==> src/rtl/adaptive_frame_feeder.sv <==
// Adaptive-modulation frame feeder: reads a bit memory, packs BPSK/QPSK/16QAM symbols, ships them over a Wishbone-style master port.
// Optional FEEDER_LOOP_EN: frames run back-to-back after a single start instead of returning to IDLE.
module adaptive_frame_feeder #(
  parameter int unsigned FRAME_BITS = 384,
  parameter int unsigned SNR_W      = 8,
  parameter int unsigned AW         = $clog2(FRAME_BITS)
) (
  input  logic             CLK_I,
  input  logic             RST_I,
  input  logic             start,
  input  logic [SNR_W-1:0] snr,
  input  logic [SNR_W-1:0] thr_hi,
  input  logic [SNR_W-1:0] thr_lo,
  output logic [AW-1:0]    mem_addr,
  input  logic             mem_bit,
  output logic             CYC_O,
  output logic             STB_O,
  output logic             WE_O,
  output logic [3:0]       DAT_O,
  input  logic             ACK_I,
  output logic [1:0]       mode_o,
  output logic             frame_done
);

  localparam int unsigned CNT_W     = 3;
  localparam logic [AW-1:0] LAST_ADDR = AW'(FRAME_BITS - 1);

  typedef enum logic [1:0] {
    S_IDLE,
    S_LOAD,
    S_SEND,
    S_DONE
  } state_e;

  state_e           state_q, state_d;
  logic [1:0]       mode_q, mode_d;
  logic [AW-1:0]    addr_q, addr_d;
  logic [CNT_W-1:0] lcnt_q, lcnt_d;
  logic [3:0]       sh_q, sh_d;
  logic [3:0]       dat_q, dat_d;
  logic             stb_q, stb_d;
  logic             cyc_q, cyc_d;
  logic             done_q, done_d;
  logic             last_q, last_d;

  logic [1:0]       mode_nxt_c;
  logic [CNT_W-1:0] bps_c;

  // Mode step decision; the step-up threshold wins when both conditions hold
  always_comb begin
    mode_nxt_c = mode_q;
    if (snr >= thr_hi) begin
      if (mode_q != 2'd2) mode_nxt_c = mode_q + 2'd1;
    end else if (snr < thr_lo) begin
      if (mode_q != 2'd0) mode_nxt_c = mode_q - 2'd1;
    end
  end

  always_comb begin
    case (mode_q)
      2'd0:    bps_c = CNT_W'(1);
      2'd1:    bps_c = CNT_W'(2);
      default: bps_c = CNT_W'(4);
    endcase
  end

  always_ff @(posedge CLK_I) begin
    if (RST_I) begin
      state_q <= S_IDLE;
      mode_q  <= 2'd0;
      addr_q  <= '0;
      lcnt_q  <= '0;
      sh_q    <= '0;
      dat_q   <= '0;
      stb_q   <= 1'b0;
      cyc_q   <= 1'b0;
      done_q  <= 1'b0;
      last_q  <= 1'b0;
    end else begin
      state_q <= state_d;
      mode_q  <= mode_d;
      addr_q  <= addr_d;
      lcnt_q  <= lcnt_d;
      sh_q    <= sh_d;
      dat_q   <= dat_d;
      stb_q   <= stb_d;
      cyc_q   <= cyc_d;
      done_q  <= done_d;
      last_q  <= last_d;
    end
  end

  // LOAD: cycles 0..bps-1 issue addresses, 1..bps capture mem_bit, bps+1 presents the symbol
  always_comb begin
    state_d = state_q;
    mode_d  = mode_q;
    addr_d  = addr_q;
    lcnt_d  = lcnt_q;
    sh_d    = sh_q;
    dat_d   = dat_q;
    stb_d   = stb_q;
    cyc_d   = cyc_q;
    done_d  = 1'b0;
    last_d  = last_q;

    case (state_q)
      S_IDLE: begin
        if (start) begin
          state_d = S_LOAD;
          mode_d  = mode_nxt_c;
          lcnt_d  = '0;
          sh_d    = '0;
          last_d  = 1'b0;
        end
      end

      S_LOAD: begin
        lcnt_d = lcnt_q + CNT_W'(1);
        if (lcnt_q < bps_c) begin
          if (addr_q == LAST_ADDR) begin
            addr_d = '0;
            last_d = 1'b1;
          end else begin
            addr_d = addr_q + AW'(1);
          end
        end
        if ((lcnt_q != '0) && (lcnt_q <= bps_c)) begin
          sh_d = {sh_q[2:0], mem_bit};
        end
        if (lcnt_q == (bps_c + CNT_W'(1))) begin
          state_d = S_SEND;
          dat_d   = sh_q;
          stb_d   = 1'b1;
          cyc_d   = 1'b1;
          lcnt_d  = '0;
        end
      end

      S_SEND: begin
        if (ACK_I) begin
          stb_d = 1'b0;
          if (last_q) begin
            state_d = S_DONE;
            cyc_d   = 1'b0;
            done_d  = 1'b1;
          end else begin
            state_d = S_LOAD;
            lcnt_d  = '0;
            sh_d    = '0;
          end
        end
      end

      S_DONE: begin
`ifdef FEEDER_LOOP_EN
        state_d = S_LOAD;
        mode_d  = mode_nxt_c;
        lcnt_d  = '0;
        sh_d    = '0;
        last_d  = 1'b0;
`else
        state_d = S_IDLE;
`endif
      end

      default: state_d = S_IDLE;
    endcase
  end

  assign mem_addr   = addr_q;
  assign CYC_O      = cyc_q;
  assign STB_O      = stb_q;
  assign WE_O       = stb_q;
  assign DAT_O      = dat_q;
  assign mode_o     = mode_q;
  assign frame_done = done_q;

endmodule

==> config.mk <==
export PLATFORM = sky130hd
export DESIGN_NAME = adaptive_frame_feeder
export DESIGN_NICKNAME = d
export VERILOG_FILES = /design/src/rtl/adaptive_frame_feeder.sv
export SDC_FILE = /design/constraint.sdc
export NUM_CORES = 1
export LEC_CHECK = 0
export CAP_MARGIN = 10
export CORE_MARGIN = 2
export CORE_UTILIZATION = 45
export CTS_CLUSTER_DIAMETER = 40
export DETAILED_ROUTE_END_ITERATION = 7
export MAX_ROUTING_LAYER = met4
export PLACE_DENSITY = 0.71
export SYNTH_ARGS = -nofsm -noshare
export SYNTH_HDL_FRONTEND = slang
export SYNTH_SLANG_ARGS = --single-unit
==> constraint.sdc <==
create_clock -name CLK_I -period 3.8 [get_ports CLK_I]
set_clock_uncertainty 0.15 [all_clocks]
set_input_delay 0.57 -clock CLK_I [delete_from_list [all_inputs] [get_ports CLK_I]]
set_output_delay 0.57 -clock CLK_I [all_outputs]
set_load 0.01 [all_outputs]
==> metrics <==
Leak Pwr=1.009 nW; Num CTS Buffers=3; PortBufs=47; H-tree depth=1; crit share post-route=0.7104; met1 Track Usage GR=0.2508; Vias=1605; Starting Density=0.4637; RSZ-0062 raised after global routing=false; Finished Layout Cells=318; multi-input logic area=1129 um^2; top cells by area, synth=dfxtp_1 (31%), ha_1 (17%), inv_1 (5.5%), nor2_1 (5.1%), a21oi_1 (3.8%); Setup TNS=0 ns; Die ar.=4588 um^2; critical path fanouts, max=4; type of origin of the critical path=primary input; GRT Overall Usage=0.1902; Tmin final=2.700 ns; Die H=67.74 um; Post-synth top cells=dfxtp_1 (28), inv_1 (27), ha_1 (25), nor2_1 (25), nand2_1 (18); drt initial violations=67; die width=67.74 um; Worst-Skew Late Latency=0.28 ns; top-count cell post-synth=dfxtp_1; number of fill cells=371; drt drc=0; worst hold path class=flip-flop to flip-flop; Mapped Nets=277; first drt pass iteration count=4; Rows=23; CTS root buf=clkbuf_8; WL/cell=11.71 um; WP data required=3.81 ns; clk slew on worst S/H paths=0.09 ns; Worst Setup End Kind=flip-flop; total core area=3943 um^2; met2 Use GR=0.3027; vias in the first global route=1489; FF+latch area=560.5 um^2; Cell Pwr Density=339.1 nW/um^2; Rel. slew slack=0.5630; GR Util met3=0.03167; post-synth cell types=48; number of max-cap violations=0; Slew Limit Fails=0; Crit Path Category=primary input to flip-flop; Fin. Hold Viols=0; DRT Wirelength=3.725 mm; CTS max path bufs=2; status=complete, no violations; Max Freq=0.3704 GHz; post-CTS sizing=0; gr busiest metal=met2; post-synth top area share=0.3066; grt total ovfl=0; CTS hold repair buffers=0; total chip power=809.2 uW; Worst Tran Pin Value=0.6500 ns; Setup Viol. Count Final=0; number of antenna violations at the first check in global routing=0; largest area contributor in the netlist=dfxtp_1; CTS sink cnt=28; setup bufs post-CTS=0; nets=323; RePlAce Congestion=0.8054; EDFF count, synth=0; Syn Area/Cell=8.197 um^2; CTS tree=built; Detail Route Antenna Nets=0; post-DR vias/cell=5.047; Data arrival, critical path=2.71 ns; first-pass GRT wire length=6.492 mm; post-synthesis sequential area ratio=0.3066; area grow syn2layout=30.53%; Syn Std Cell Area=1828 um^2; HPWL after detailed placement=3.036 mm; maximum vdd ir drop=0.2326 mV; Synth Flop Type=dfxtp_1; yosys warns=0; Inst Count DP=314; Post-Syn Instances=223; io pins=48; Antenna diodes=0; fraction of registers with async set/reset=0; synthesized flop and latch total=28; largest net degree at the start of global routing=21; fraction of layout cells with a size suffix above 1=0.04104
## where the power goes
| part | internal [mW] | leakage [nW] | total [mW] | switching [mW] |
|---|---|---|---|---|
| clock network | 0.0928 | 0.0288 | 0.184 | 0.0914 |
| registers | 0.311 | 0.227 | 0.330 | 0.0189 |
| logic | 0.151 | 0.754 | 0.295 | 0.144 |
| total | 0.555 | 1.01 | 0.809 | 0.255 |
## cell usage in the layout, fill, tap and decap left out, types with 2 or more instances in the layout
cell type and count:
a21oi_1 14, clkdlybuf4s50_1 47, and2_1 2, mux2i_1 3, nor3_1 4, nand3_1 7, o21ai_0 3, nor2b_1 3
clkbuf_8 4, dfxtp_1 28, a21o_1 2, nand4_1 6, o31ai_1 2, nand2_1 18, nand2b_1 5, and3_1 4
xor2_1 3, xnor2_1 5, nor3b_1 2, a211oi_1 2, ha_1 25, inv_1 27, nor4_1 2, nor2_1 25
## area by class of cell
type,count,share of cell area
Clock buffer,4,0.02307
Inverter,27,0.04247
Multi-Input combinational cell,161,0.4730
Sequential cell,28,0.2349
Tap cell,50,0.02622
Timing Repair Buffer,48,0.2003
## per-stage QoR
step           setup slack [ns]    util  area, um^2  hold slack [ns]
4_1_cts                   1.108  0.6052        2386           0.3153
3_3_place_gp             0.8541  0.5912        2331           0.2958
5_1_grt                  0.9019  0.6052        2386           0.3384
3_5_place_dp             0.8121  0.5912        2331           0.3004
2_1_floorplan             1.400       -        1828           0.2890
6_report                  1.100  0.6052        2386           0.3088
## worst max-delay path: stages
cell             delay [ns]
clkdlybuf4s50_1        0.46
inv_1                  0.04
ha_1                   0.27
nand2b_1               0.13
a2111oi_0              0.36
or4b_1                 0.18
and2_4                 0.16
mux2i_1                0.20
mux2_1                 0.33
## routing by layer
layer  up-vias  wire, um
met5         -         0
met4         0        34
met3         4       107
met2        22      1678
met1       726      1904
li1        853         -
## sequential cells by signal, summed over array words and instances, names as in the netlist
| name | flops |
|---|---|
| STB_O | 1 |
| DAT_O | 4 |
| last_q | 1 |
| mem_addr | 9 |
| frame_done | 1 |
| state_q | 2 |
| sh_q | 4 |
| CYC_O | 1 |
| mode_o | 2 |
| lcnt_q | 3 |
## logic make-up (layout without fill, tap and decap cells)
logic type	after synthesis	count (layout)	synth area share
AOI/OAI and AO/OA	38	38	0.1465
muxes	5	5	0.02875
and+or+nand+nor	85	85	0.2327
adders and majority gates	25	25	0.1711
DFF	28	28	0.3066
buffers and inverters	34	79	0.07597
xor gates and xnor gates	8	8	0.03833
## worst paths after layout
kind              from        end  slack, ns  depth (start not counted)
max             snr[0]  mode_o[0]       1.10                          9
min reg2reg   DAT_O[0]   DAT_O[0]       0.31                          2
max reg2reg  mode_o[0]    sh_q[0]       1.24                         11
min           DAT_O[0]   DAT_O[0]       0.31                          2
(Power assumes the default switching activity.)
